## config.mk

```make
export PLATFORM = sky130hd
export DESIGN_NAME = wb_timer
export DESIGN_NICKNAME = d
export VERILOG_FILES = /design/src/rtl/wb_timer_pkg.sv /design/src/rtl/wb_timer_prescaler.sv /design/src/rtl/wb_timer.sv
export SDC_FILE = /design/constraint.sdc
export NUM_CORES = 1
export LEC_CHECK = 0
export ABC_CLOCK_PERIOD_IN_PS = 2100
export CORE_MARGIN = 2
export CORE_UTILIZATION = 57
export CTS_BUF_LIST = sky130_fd_sc_hd__clkbuf_8
export DETAILED_ROUTE_END_ITERATION = 10
export PLACE_DENSITY = 0.82
export SLEW_MARGIN = 0
export SYNTH_ARGS = -nofsm -noshare
export SYNTH_HDL_FRONTEND = slang
export SYNTH_SLANG_ARGS = --single-unit
```

## constraint.sdc

```tcl
create_clock -name wb_clk_i -period 2.1 [get_ports wb_clk_i]
set_input_delay 0.21 -clock wb_clk_i [delete_from_list [all_inputs] [get_ports wb_clk_i]]
set_output_delay 0.21 -clock wb_clk_i [all_outputs]
set_load 0.005 [all_outputs]
```

## src/rtl/wb_timer_pkg.sv

```systemverilog
// wb_timer_pkg: register map, CTRL field layout and byte-lane merge helper
package wb_timer_pkg;
  localparam logic [1:0] ADDR_CTRL    = 2'd0;
  localparam logic [1:0] ADDR_COUNT   = 2'd1;
  localparam logic [1:0] ADDR_COMPARE = 2'd2;
  localparam logic [1:0] ADDR_STATUS  = 2'd3;
  localparam int CTRL_EN      = 0;
  localparam int CTRL_IE      = 1;
  localparam int CTRL_AR      = 2;
  localparam int PRESCALE_LSB = 8;
  localparam int PRESCALE_W   = 8;
  function automatic logic [31:0] byte_merge(input logic [31:0] old_v, input logic [31:0] new_v, input logic [3:0] sel);
    logic [31:0] r;
    for (int i = 0; i < 4; i++) r[8*i +: 8] = sel[i] ? new_v[8*i +: 8] : old_v[8*i +: 8];
    return r;
  endfunction
endpackage

```

## src/rtl/wb_timer_prescaler.sv

```systemverilog
// wb_timer_prescaler: divides the clock by PRESCALE+1 while enabled
module wb_timer_prescaler
  import wb_timer_pkg::*;
(
  input  logic                  wb_clk_i,
  input  logic                  wb_rst_ni,
  input  logic                  en_i,
  input  logic [PRESCALE_W-1:0] prescale_i,
  input  logic                  restart_i,
  output logic                  tick_o
);
  logic [PRESCALE_W-1:0] cnt_q, cnt_d;
  assign tick_o = en_i & (cnt_q == prescale_i);
  // count 0..PRESCALE, parked at 0 when disabled or when PRESCALE is rewritten
  always_comb cnt_d = (restart_i | ~en_i | tick_o) ? '0 : cnt_q + PRESCALE_W'(1);
  // prescaler state
  always_ff @(posedge wb_clk_i or negedge wb_rst_ni)
    if (!wb_rst_ni) cnt_q <= '0;
    else cnt_q <= cnt_d;
endmodule

```

## src/rtl/wb_timer.sv

```systemverilog
// wb_timer: Wishbone classic timer/compare unit with W1C pending flag and irq
module wb_timer
  import wb_timer_pkg::*;
#(
  parameter int                    CNT_WIDTH    = 32,
  parameter logic [PRESCALE_W-1:0] PRESCALE_RST = '0
) (
  input  logic        wb_clk_i,
  input  logic        wb_rst_ni,
  input  logic [3:0]  wb_adr_i,
  input  logic [31:0] wb_dat_i,
  input  logic [3:0]  wb_sel_i,
  input  logic        wb_we_i,
  input  logic        wb_cyc_i,
  input  logic        wb_stb_i,
  input  logic [2:0]  wb_cti_i,
  input  logic [1:0]  wb_bte_i,
  output logic [31:0] wb_dat_o,
  output logic        wb_ack_o,
  output logic        wb_err_o,
  output logic        wb_rty_o,
  output logic        irq_o
);
  logic ack_q, err_q, irq_q, pend_q, pend_d;
  logic en_q, en_d, ie_q, ie_d, ar_q, ar_d;
  logic [PRESCALE_W-1:0] prescale_q, prescale_d;
  logic [CNT_WIDTH-1:0] count_q, count_d, compare_q, compare_d;
  logic [31:0] dat_q, dat_d, ctrl_r, rdata, wdata;
  logic req, aligned, wr, tick, match, restart, wr_ctrl, wr_count, wr_cmp, w1c;
  logic [1:0] word;
  logic unused;
  assign unused = ^{wb_cti_i, wb_bte_i};
  assign req      = wb_cyc_i & wb_stb_i & ~ack_q & ~err_q;
  assign aligned  = wb_adr_i[1:0] == 2'b00;
  assign word     = wb_adr_i[3:2];
  assign wr       = req & aligned & wb_we_i;
  assign wr_ctrl  = wr & (word == ADDR_CTRL);
  assign wr_count = wr & (word == ADDR_COUNT);
  assign wr_cmp   = wr & (word == ADDR_COMPARE);
  assign w1c      = wr & (word == ADDR_STATUS) & wb_sel_i[0] & wb_dat_i[0];
  assign restart  = wr_ctrl & wb_sel_i[PRESCALE_LSB/8];
  assign ctrl_r   = {16'h0, prescale_q, 5'h0, ar_q, ie_q, en_q};
  assign rdata    = word == ADDR_CTRL    ? ctrl_r :
                    word == ADDR_COUNT   ? 32'(count_q) :
                    word == ADDR_COMPARE ? 32'(compare_q) : {31'h0, pend_q};
  assign wdata    = byte_merge(rdata, wb_dat_i, wb_sel_i);
  // a bus write to COUNT overrides the tick, so no match is evaluated that cycle
  assign match    = tick & (count_q == compare_q) & ~wr_count;
  wb_timer_prescaler u_prescaler (
    .wb_clk_i  (wb_clk_i),
    .wb_rst_ni (wb_rst_ni),
    .en_i      (en_q),
    .prescale_i(prescale_q),
    .restart_i (restart),
    .tick_o    (tick)
  );
  // next-state for registers, counter and read data; a match set beats a same-cycle W1C
  always_comb begin
    en_d       = wr_ctrl ? wdata[CTRL_EN] : en_q;
    ie_d       = wr_ctrl ? wdata[CTRL_IE] : ie_q;
    ar_d       = wr_ctrl ? wdata[CTRL_AR] : ar_q;
    prescale_d = wr_ctrl ? wdata[PRESCALE_LSB +: PRESCALE_W] : prescale_q;
    count_d    = wr_count ? wdata[CNT_WIDTH-1:0] :
                 (match & ar_q) ? '0 :
                 tick ? count_q + CNT_WIDTH'(1) : count_q;
    compare_d  = wr_cmp ? wdata[CNT_WIDTH-1:0] : compare_q;
    pend_d     = match | (pend_q & ~w1c);
    dat_d      = (req & aligned & ~wb_we_i) ? rdata : '0;
  end
  // state and registered bus/irq outputs
  always_ff @(posedge wb_clk_i or negedge wb_rst_ni)
    if (!wb_rst_ni) begin
      ack_q      <= 1'b0;
      err_q      <= 1'b0;
      dat_q      <= '0;
      irq_q      <= 1'b0;
      en_q       <= 1'b0;
      ie_q       <= 1'b0;
      ar_q       <= 1'b0;
      prescale_q <= PRESCALE_RST;
      count_q    <= '0;
      compare_q  <= '1;
      pend_q     <= 1'b0;
    end else begin
      ack_q      <= req & aligned;
      err_q      <= req & ~aligned;
      dat_q      <= dat_d;
      irq_q      <= pend_q & ie_q;
      en_q       <= en_d;
      ie_q       <= ie_d;
      ar_q       <= ar_d;
      prescale_q <= prescale_d;
      count_q    <= count_d;
      compare_q  <= compare_d;
      pend_q     <= pend_d;
    end
  assign wb_dat_o = dat_q;
  assign wb_ack_o = ack_q;
  assign wb_err_o = err_q;
  assign wb_rty_o = 1'b0;
  assign irq_o    = irq_q;
endmodule

```

* Word level (Yosys, flattened, before mapping) *
Index checks and enable logic that the tools add are counted.

word-level totals
  register bits after elaboration = 119
  word-level logic and storage cells = 64
  input port bits = 50
  output and inout bits = 36

operators by class
  reduce and logical (&&, ||, !) cells = 3
  add/subtract/negate cells = 2
  equal/unequal tests = 5
  bitwise operators = 30
  muxes and demuxes = 12

operators by type and width
  cell                     number
  $mux W32                 7
  $mux W8                  5
  $add A32 B1 Y32 const B  1
  $eq A32 B32 Y1           1
  $and A1 B1 Y1            20
  $add A8 B1 Y8 const B    1
  $eq A8 B8 Y1             1
  $not A1 Y1               7
  $eq A2 B2 Y1 const B     2
  $logic_not A2 Y1         2
  $or A1 B1 Y1             3
  $reduce_bool A3 Y1       1
  $eq A2 B1 Y1 const B     1

* Depth between registers and ports, before layout *
Gate-level depths: netlist of the first run.

  depth in word-level cells = 11
  mapped depth = 8
  gate-level depth less buffers = 7

* Hierarchy *
From an unflattened synthesis of the first run, not the netlist that was laid out.

unflattened totals
  cell total of the unflattened synthesis = 634
  area total of the unflattened synthesis = 6239.7 sq um

by module, submodules not included
  module              area an instance (sq um)  cells each  seq. area each (sq um)  times used
  wb_timer            5768.0                    588         2817.7                  1
  wb_timer_prescaler  471.7                     46          200.2                   1

* Worst setup path after synthesis of the first run *
Ideal clock, no wire load.

  path type = register to register
  start point = register compare_q[13]
  end point = register count_q[17]
  arrival = 1.712 ns
  period minus slack after synthesis = 1.831 ns
  required time = 1.980 ns
  library setup time = 0.120 ns
  setup slack = 0.269 ns
  cell stages (with the launch flop) = 7
  buffers on the path = 1
  cell sequence = dfstp_2 xnor2_1 nand4_1 nor4_2 nand4_4 buf_6 a31o_1

on the way
  word-level cells in the longest chain between the ends = 6
  elaborated cells between the ends (all ways) = 7
  classes of those cells = eq/ne (1); mux (2); bitwise (3); reduce/logical (1)

RTL lines
  item                            line            text
  from (decl)                     wb_timer.sv:27  logic [CNT_WIDTH-1:0] count_q, count_d, compare_q, compare_d;
  from (signal assigned)          wb_timer.sv:94  compare_q <= compare_d;
  $eq A32 B32 Y1 (*)              wb_timer.sv:48  assign match = tick & (count_q == compare_q) & ~wr_count;
  $and A1 B1 Y1 (*) (2 in a row)  wb_timer.sv:48
  $and A1 B1 Y1 (*)               wb_timer.sv:64  (match & ar_q) ? '0 :
  $mux W32                        wb_timer.sv:64
  $mux W32                        wb_timer.sv:63  count_d = wr_count ? wdata[CNT_WIDTH-1:0] :
  to (signal assigned)            wb_timer.sv:93  count_q <= count_d;
  to (decl)                       wb_timer.sv:27

Every way passes the cells marked *; elsewhere a longest branch is shown, timed or not.
A chain may end at the register's enable or synchronous reset.

* Final worst setup path of the first run *
  start point = register compare_q[27]
  end point = register count_q[7]

The elaborated chain is that of the path after synthesis.

==> results.py, run 1 <==
metrics = {
    "status": {
        "outcome": "complete, no violations",
    },
    "finish": {
        "fillCellCount": 783,
        "fin_area_mm2": 0.00806,
        "area_delta_synth_final_pct": 24.4,
        "drive_above_1_share": 0.214,
        "seqCellArea_mm2": 0.00302,
        "num_antenna_cells": 0,
        "finish.net_count": 806,
        "multiInputGateArea_mm2": 0.00321,
    },
    "yosys": {
        "yosys-top-cells-area": "dfrtp_1 34%, dfstp_2 13%, xnor2_1 7.2%",
        "synth.top_cell.area_share": 0.336,
        "synth_cells": 656,
        "synth-edff-count": 0,
        "synth_cell_types": 59,
        "yosys_warnings": 0,
        "yosys.cell_count.top_type": "dfrtp_1",
        "avgSynthCellArea_um2": 9.88,
        "async_flop_share": 1.00,
        "ys.flop_type": "dfrtp_1",
        "yosysSeqAreaShare": 0.466,
        "synth.top_cells.by_count": "87 x dfrtp_1, 68 x nand2_1, 54 x o21ai_0, 53 x xnor2_1, 49 x nor2_1",
        "ys_ff_latch": 119,
        "yosysTopAreaCell": "dfrtp_1",
        "synth_nets": 708,
        "synthesis.area_mm2": 0.00648,
    },
    "route": {
        "vias": 5395,
        "wl_um": 17000,
        "vias_per_cell": 5.95,
        "wl_per_cell_um": 18.7,
        "drtPass1Iterations": 5,
        "drc": 0,
        "ant_nets": 0,
        "drt_iter0_markers": 387,
    },
    "cts": {
        "cts.htree.levels": 4,
        "clockRootBuffer": "clkbuf_8",
        "clk_latency_ns": 0.45,
        "cts.sinks": 119,
        "tritoncts": "yes",
        "cts_buffer_depth": 2,
        "path_clk_slew_ns": 0.07,
        "cts_inserted_buffers": 17,
    },
    "worst_setup_path": {
        "worst_setup_path_start_kind": "register",
        "crit_required_ns": 2.44,
        "path_max_fanout": 11,
        "reg2reg_depth": 7,
        "arrival_ns": 2.40,
        "end_kind": "register",
        "path_class": "reg2reg",
    },
    "floorplanning": {
        "num_io_pins": 86,
        "coreArea_mm2": 0.0110,
        "die_area_mm2": 0.0122,
        "die_h_um": 111,
        "start_util": 0.590,
        "rows": 38,
        "die_w_um": 111,
    },
    "min_path": {
        "hold_class": "in2async",
    },
    "sta": {
        "finalSetupTns_ns": 0,
        "max_freq_mhz": 485,
        "rsz0062_at_grt": "yes",
        "period_share": 0.983,
        "post-route-min-period_ns": 2.06,
        "drv_slew": 0,
        "hold_viol": 0,
        "setup_viol": 0,
        "finalClockSkew_ns": 0.0115,
    },
    "global_routing": {
        "track_usage": 0.282,
        "met3_usage": 0.0714,
        "busiest_layer": "met2",
        "grt_pass1_wl_um": 27500,
        "grt_overflow": 0,
        "grt_pass1_vias": 5452,
        "grt_use_met2": 0.442,
        "grt_max_degree": 54,
        "antenna_found_initial": 0,
        "met1_usage": 0.379,
    },
    "place": {
        "dpl.hpwl_um": 11400,
        "place_congestion": 0.893,
        "numPortBuffers": 79,
        "placed_area_mm2": 0.00761,
    },
    "power": {
        "worst_ir_drop_vdd_mv": 0.467,
        "leakagePower_uw": 0.00326,
        "power_density_mw_per_mm2": 718,
    },
    "run": {
        "cap_violations": 0,
    },
}
[sequential cells by signal, indices dropped and copies added, names as in the netlist, 8 cells and up]
name	count
compare_q	32
wb_dat_o	32
count_q	32
prescale_q	8
u_prescaler.cnt_q	8
[layer usage]
layer	vias up	wire length, um
li1	2483	-
met3	29	1050
met5	-	0
met2	207	8260
met1	2676	7300
met4	0	345
[logic make-up after synthesis]
kind of cell               synth area share
AOI/OAI and AO/OA                     0.128
xor gates and xnor gates             0.0932
adders and majority gates           0.00386
buffers and inverters                0.0432
DFF                                   0.466
muxes                                0.0712
other                              0.000579
and+or+nand+nor                       0.194
[worst paths after layout]
kind                          startpoint             to  slack, ns
max reg2reg                compare_q[27]     count_q[7]       0.04
max                        compare_q[27]     count_q[7]       0.04
min in group wb_clk_i        wb_adr_i[0]       wb_ack_o       0.36
min                            wb_rst_ni   wb_dat_o[29]       0.26
min reg2reg                compare_q[16]  compare_q[16]       0.50
max in group asynchronous      wb_rst_ni  compare_q[20]       1.15
[where the power goes]
part	leakage (uW)	switching, uW	internal, uW
logic	0.00158	521	502
clock network	0.000216	913	1160
registers	0.00147	196	2490
total	0.00326	1630	4150
[layout by cell type (no fill, tap or decap), types with 5 or more instances in the layout]
cell,instances
o21ai_1,10
a22o_1,8
clkdlybuf4s50_1,78
nand4_1,27
clkbuf_8,21
nor2_1,49
dfrtp_1,85
dfstp_2,32
xnor2_1,51
buf_4,37
inv_1,19
nand2_1,68
and3_1,10
nand3_1,21
a22oi_1,13
nor4_1,5
xor2_1,16
mux2i_1,27
a31o_2,5
mux2_2,15
buf_12,6
o31ai_2,5
nor2b_1,21
or2_2,5
clkinv_2,8
o21ai_0,54
a31o_1,5
[per-stage QoR]
step	cells	hold slack (ns)	util	worst slack (ns)	total power (uW)
3_3_place_gp	871	0.196	0.693	0.0265	3630
6_report	907	0.262	0.734	0.0360	5790
2_1_floorplan	656	-0.0856	-	0.269	3280
3_5_place_dp	871	0.204	0.693	-0.0238	3680
4_1_cts	904	0.264	0.730	0.00918	5740
5_1_grt	907	0.299	0.734	-0.0379	6020
[layout make-up]
cell class,count,share of cell area
tap,140,0.0217
clock inverter,11,0.0129
multi-input combinational,475,0.398
sequential,119,0.375
inverter,19,0.00885
clock buffer,21,0.0359
timing repair buffer,122,0.147
[critical path, stage by stage (launching register included)]
cell	delay (ns)
dfstp_2	0.56
xnor2_1	0.21
nand4_1	0.16
nor4_2	0.30
buf_4	0.18
nand4_4	0.11
buf_4	0.21
a31o_2	0.24
[what timing repair did]
item                                    in CTS  in global routing
setup buffers                                0                  2
endpoints found under the setup margin       0                 23
hold buffers                                 1                  0
gates resized for setup                      0                  5
endpoints found under the hold margin       18                  0
No activity file was read; power rests on OpenSTA's default activity.
==> run 2, diff against run 1 <==
CORE_UTILIZATION = 40   (was 57)
PLACE_DENSITY = default   (was 0.82)
==> run 2 against run 1 <==
  * Flip-flop and latch count is the same
  * Wire length grew 0.29%
  * Setup slack gained 0.032 ns
  * Non-clock buffer count grew 12
  * Clock power shrank 13%
  * Clock skew grew 0.0019 ns
  * Count of clock-buffer cells in the layout is the same
  * Via count shrank 3.0%
  * Sequential power is essentially flat
  * Worst hold slack gained 0.086 ns
  * Register-to-register slack gained 0.03 ns
  * Critical endpoint is now count_q[26]
  * Largest cell class unchanged
  * Largest power group unchanged
==> results.py, run 2 (synthesis results as in run 1) <==
metrics = {
    "route": {
        "top_layer": "met4",
        "wl_um": 17000,
        "vias": 5233,
        "drc": 0,
        "met2_length_um": 8020,
        "drt_iter0_markers": 345,
        "vias_per_cell": 5.26,
        "wl_met3_um": 915,
        "wl_per_cell_um": 17.1,
        "wl_met1_um": 7780,
        "ant_nets": 0,
        "drtPass1Iterations": 5,
    },
    "cts": {
        "clk_latency_ns": 0.46,
        "clockRootBuffer": "clkbuf_8",
        "path_clk_slew_ns": 0.07,
        "cts.htree.levels": 4,
        "cts_buffer_depth": 2,
        "cts.sinks": 119,
        "cts_inserted_buffers": 17,
        "tritoncts": "yes",
    },
    "global_routing": {
        "antenna_found_initial": 0,
        "grt_max_degree": 120,
        "grt_overflow": 0,
        "track_usage": 0.204,
        "grt_pass1_vias": 5372,
        "grt_pass1_wl_um": 27800,
    },
    "sta": {
        "drv_slew": 0,
        "slew_headroom": 0.568,
        "setup_viol": 0,
        "finalClockSkew_ns": 0.0134,
        "hold_viol": 0,
        "hold_ws_ns": 0.348,
        "max_freq_mhz": 492,
        "period_share": 0.968,
        "finalSetupTns_ns": 0,
        "worst_pin_slew_ns": 0.648,
        "post-route-min-period_ns": 2.03,
    },
    "worst_setup_path": {
        "path_max_fanout": 10,
        "path_common_cell": "buf_6",
        "end_kind": "register",
        "path_cells": "xnor2_1, nand4_1, buf_4, nor3_4, buf_6, buf_6, nand4_2, o31a_1, o21ai_1",
        "crit_family": "simple AND/OR/NAND/NOR gates",
        "reg2reg_depth": 9,
        "path_class": "reg2reg",
        "worst_setup_path_start_kind": "register",
        "rrSetupSlack_ns": 0.07,
        "crit_required_ns": 2.48,
        "critical_path.max_stage_delay_ns": 0.42,
        "arrival_ns": 2.42,
        "r2r-start": "prescale_q[7]",
        "crit_buf_inv": 3,
        "r2r-end": "count_q[26]",
        "slowest_stage": "dfrtp_1",
    },
    "min_path": {
        "hold_class": "in2reg",
        "hold_start": "wb_adr_i[0]",
        "min_to": "wb_ack_o",
        "hold_depth": 2,
    },
    "power": {
        "leakagePower_uw": 0.00331,
        "worst_ir_drop_vdd_mv": 0.391,
        "power_density_mw_per_mm2": 669,
    },
    "finish": {
        "area_delta_synth_final_pct": 26.5,
        "fillCellCount": 1500,
        "final_cell_mix": "87 x dfrtp_1, 78 x clkdlybuf4s50_1, 67 x nand2_1",
        "final_cells": 995,
        "drive_above_1_share": 0.220,
        "finish.net_count": 818,
        "fin_area_mm2": 0.00820,
        "multiInputGateArea_mm2": 0.00323,
        "num_antenna_cells": 0,
        "final_common_cell": "dfrtp_1",
        "seqCellArea_mm2": 0.00302,
    },
    "status": {
        "outcome": "complete, no violations",
    },
    "floorplanning": {
        "die_h_um": 131,
        "coreArea_mm2": 0.0159,
        "rows": 46,
        "die_area_mm2": 0.0172,
        "start_util": 0.408,
        "die_w_um": 131,
        "num_io_pins": 86,
    },
    "place": {
        "place_congestion": 0.850,
        "dpl.hpwl_um": 11700,
        "placed_area_mm2": 0.00777,
        "numPortBuffers": 79,
        "dp_cells": 957,
    },
    "run": {
        "cap_violations": 0,
    },
}
[run 2: what timing repair did]
item	CTS	global route
hold endpoints to repair	87	0
gates resized for setup	0	9
setup endpoints to repair	0	18
setup buffers	0	4
hold buffers	1	0
[run 2: worst max-delay path by stage]
stage | end | start | slack, ns | cells after the start
2_1_floorplan | count_q[17] | compare_q[13] | 0.27 | 6
3_3_place_gp | count_q[12] | wb_adr_i[2] | 0.02 | 9
3_5_place_dp | count_q[23] | wb_adr_i[2] | -0.02 | 9
4_1_cts | count_q[12] | compare_q[22] | 0.03 | 7
5_1_grt | count_q[7] | prescale_q[4] | -0.007 | 9
6_report | count_q[26] | prescale_q[7] | 0.07 | 9
[run 2: cell type report]
cell class	instances	area share
inverters	19	0.00870
repair buffers	134	0.156
clock buffers	21	0.0352
well taps	216	0.0330
clock inverters	11	0.00564
flip-flops and latches	119	0.368
multi-input cells	475	0.394
[run 2: where the power goes]
| part | leakage (uW) | total [uW] | internal [uW] | switching (uW) |
|---|---|---|---|---|
| clock network | 0.000204 | 1800 | 901 | 896 |
| logic | 0.00164 | 1000 | 499 | 502 |
| registers | 0.00147 | 2690 | 2490 | 196 |
| total | 0.00331 | 5480 | 3890 | 1590 |
[run 2: worst reg2reg max path, cell delays in order (launching register included)]
cell	delay [ns]
dfrtp_1	0.42
xnor2_1	0.18
nand4_1	0.16
buf_4	0.19
nor3_4	0.16
buf_6	0.15
buf_6	0.15
nand4_2	0.16
o31a_1	0.29
o21ai_1	0.11
[run 2: through the flow]
step	power (uW)	worst slack (ns)	utilization
after floorplan	3280	0.269	-
after global placement	3650	0.0191	0.489
after detailed placement	3670	-0.0246	0.489
after CTS	5470	0.0298	0.511
after global routing	5760	-0.00684	0.516
final	5480	0.0678	0.516
[run 2: layer usage]
| metal | up-vias | global-route usage |
|---|---|---|
| li1 | 2510 | - |
| met4 | 0 | 0.0779 |
| met1 | 2551 | 0.272 |
| met3 | 20 | 0.0467 |
| met2 | 152 | 0.323 |
| met5 | - | 0 |
==> run 3, diff against run 2 <==
REMOVE_ABC_BUFFERS = 1   (was default)
==> run 3 against run 2 <==
  * Fmax is 0.85% higher
  * Power is 7.5% higher
  * Register-to-register slack gained 0.02 ns
  * Flip-flop and latch count did not move
  * Non-clock buffer count grew 13
  * Clock skew is 0.0038 ns lower
  * Die area unchanged
  * Critical path type unchanged
  * Sequential power about the same
==> results.py, run 3 (synthesis results as in run 1) <==
metrics = {
    "floorplanning": {
        "start_util": 0.408,
        "coreArea_mm2": 0.0159,
        "rows": 46,
        "die_h_um": 131,
        "num_io_pins": 86,
        "die_area_mm2": 0.0172,
        "die_w_um": 131,
    },
    "power": {
        "leakagePower_uw": 0.00340,
        "worst_ir_drop_vdd_mv": 0.421,
        "p_total_uw": 5900,
        "power_density_mw_per_mm2": 702,
    },
    "global_routing": {
        "grt_pass1_vias": 5282,
        "track_usage": 0.208,
        "grt_overflow": 0,
        "grt_max_degree": 48,
        "antenna_found_initial": 0,
        "grt_pass1_wl_um": 28300,
    },
    "sta": {
        "rsz0062_at_grt": "yes",
        "worst_pin_slew_ns": 0.540,
        "finalClockSkew_ns": 0.00962,
        "max_freq_mhz": 496,
        "period_share": 0.960,
        "drv_slew": 0,
        "hold_viol": 0,
        "post-route-min-period_ns": 2.02,
        "setup_viol": 0,
        "slew_headroom": 0.639,
    },
    "route": {
        "drc": 0,
        "drt_iter0_markers": 402,
        "wl_per_cell_um": 17.3,
        "vias_per_cell": 5.23,
        "vias": 5271,
        "ant_nets": 0,
        "wl_um": 17400,
        "drtPass1Iterations": 5,
    },
    "worst_setup_path": {
        "crit_required_ns": 2.44,
        "path_class": "reg2reg",
        "r2r-start": "u_prescaler.cnt_q[1]",
        "rrSetupSlack_ns": 0.08,
        "end_kind": "register",
        "worst_setup_path_start_kind": "register",
        "cp-startpoint": "u_prescaler.cnt_q[1]",
        "path_cells": "xnor2_2, nand4_1, buf_4, or3_4, mux2_2, nand3_1, o21ai_1",
        "critical_path.max_stage_delay_ns": 0.48,
        "slowest_stage": "or3_4",
        "r2r-end": "count_q[1]",
        "arrival_ns": 2.35,
        "reg2reg_depth": 7,
        "path_max_fanout": 10,
    },
    "finish": {
        "drive_above_1_share": 0.237,
        "final_cell_mix": "87 x dfrtp_1, 78 x clkdlybuf4s50_1, 68 x nand2_1",
        "area_delta_synth_final_pct": 29.6,
        "final_common_cell": "dfrtp_1",
        "num_antenna_cells": 0,
        "finish.net_count": 831,
        "fin_util": 0.529,
        "fillCellCount": 1498,
        "final_cells": 1008,
    },
    "cts": {
        "tritoncts": "yes",
        "cts_inserted_buffers": 17,
        "clk_latency_ns": 0.46,
        "path_clk_slew_ns": 0.07,
        "cts.htree.levels": 4,
        "cts.sinks": 119,
        "cts_buffer_depth": 2,
        "clockRootBuffer": "clkbuf_8",
    },
    "place": {
        "dpl.hpwl_um": 12000,
        "numPortBuffers": 79,
        "dp_cells": 971,
        "place_congestion": 0.901,
    },
    "status": {
        "outcome": "complete, no violations",
    },
    "run": {
        "cap_violations": 0,
    },
    "min_path": {
        "hold_class": "in2async",
    },
}
run 3: metrics by stage:
step	hold slack, ns	TNS, ns	cell area, um^2	setup slack [ns]
floorplan	-0.0856	-34.73	6270	-1.30
global placement	0.227	0	7910	0.0719
detailed placement	0.231	0	7910	0.0156
CTS	0.280	0	8330	0.0242
global route	0.314	-0.101	8400	-0.0671
finish	0.283	0	8400	0.0850
run 3: worst max-delay path by stage:
stage	endpoint	slack, ns	cells past startpoint
floorplan	count_q[31]	-1.30	5
global placement	u_prescaler.cnt_q[2]	0.07	6
detailed placement	u_prescaler.cnt_q[6]	0.02	6
CTS	count_q[27]	0.02	6
global route	count_q[31]	-0.07	7
finish	count_q[1]	0.08	7
run 3: layout make-up:
class | count | area (um^2) | share of cell area
flip-flops and latches | 119 | 3020 | 0.359
inverters | 19 | 71.3 | 0.00849
multi-input cells | 475 | 3220 | 0.384
clock buffers | 20 | 275 | 0.0328
repair buffers | 147 | 1410 | 0.168
clock inverters | 12 | 133 | 0.0158
well taps | 216 | 270 | 0.0322
run 3: layer usage:
layer / global-route usage / share of wire
met1: 0.274 / 0.46
met2: 0.338 / 0.47
met3: 0.0486 / 0.052
met4: 0.0713 / 0.017
met5: 0 / 0
run 3: worst max-delay path: cells and delay by family (launching register included):
kind,cells,cell delay (ns)
flip-flops,1,0.45
AO/OA/AOI/OAI,1,0.06
AND/OR/NAND/NOR,3,0.72
XOR/XNOR,1,0.17
multiplexers,1,0.30
buffers and inverters,1,0.19
run 3: power by group:
part / switching (uW) / internal, uW / leakage [uW]
Sequential: 185 / 2490 / 0.00147
Combinational: 521 / 523 / 0.00170
Clock: 936 / 1240 / 0.000224
run 3: repair_timing:
| item | 4_1_cts | 5_1_grt |
|---|---|---|
| hold endpoints to repair | 26 | 0 |
| setup endpoints to repair | 0 | 26 |
| buffers inserted | 0 | 3 |
| hold buffers | 1 | 0 |
| resized for setup | 0 | 7 |
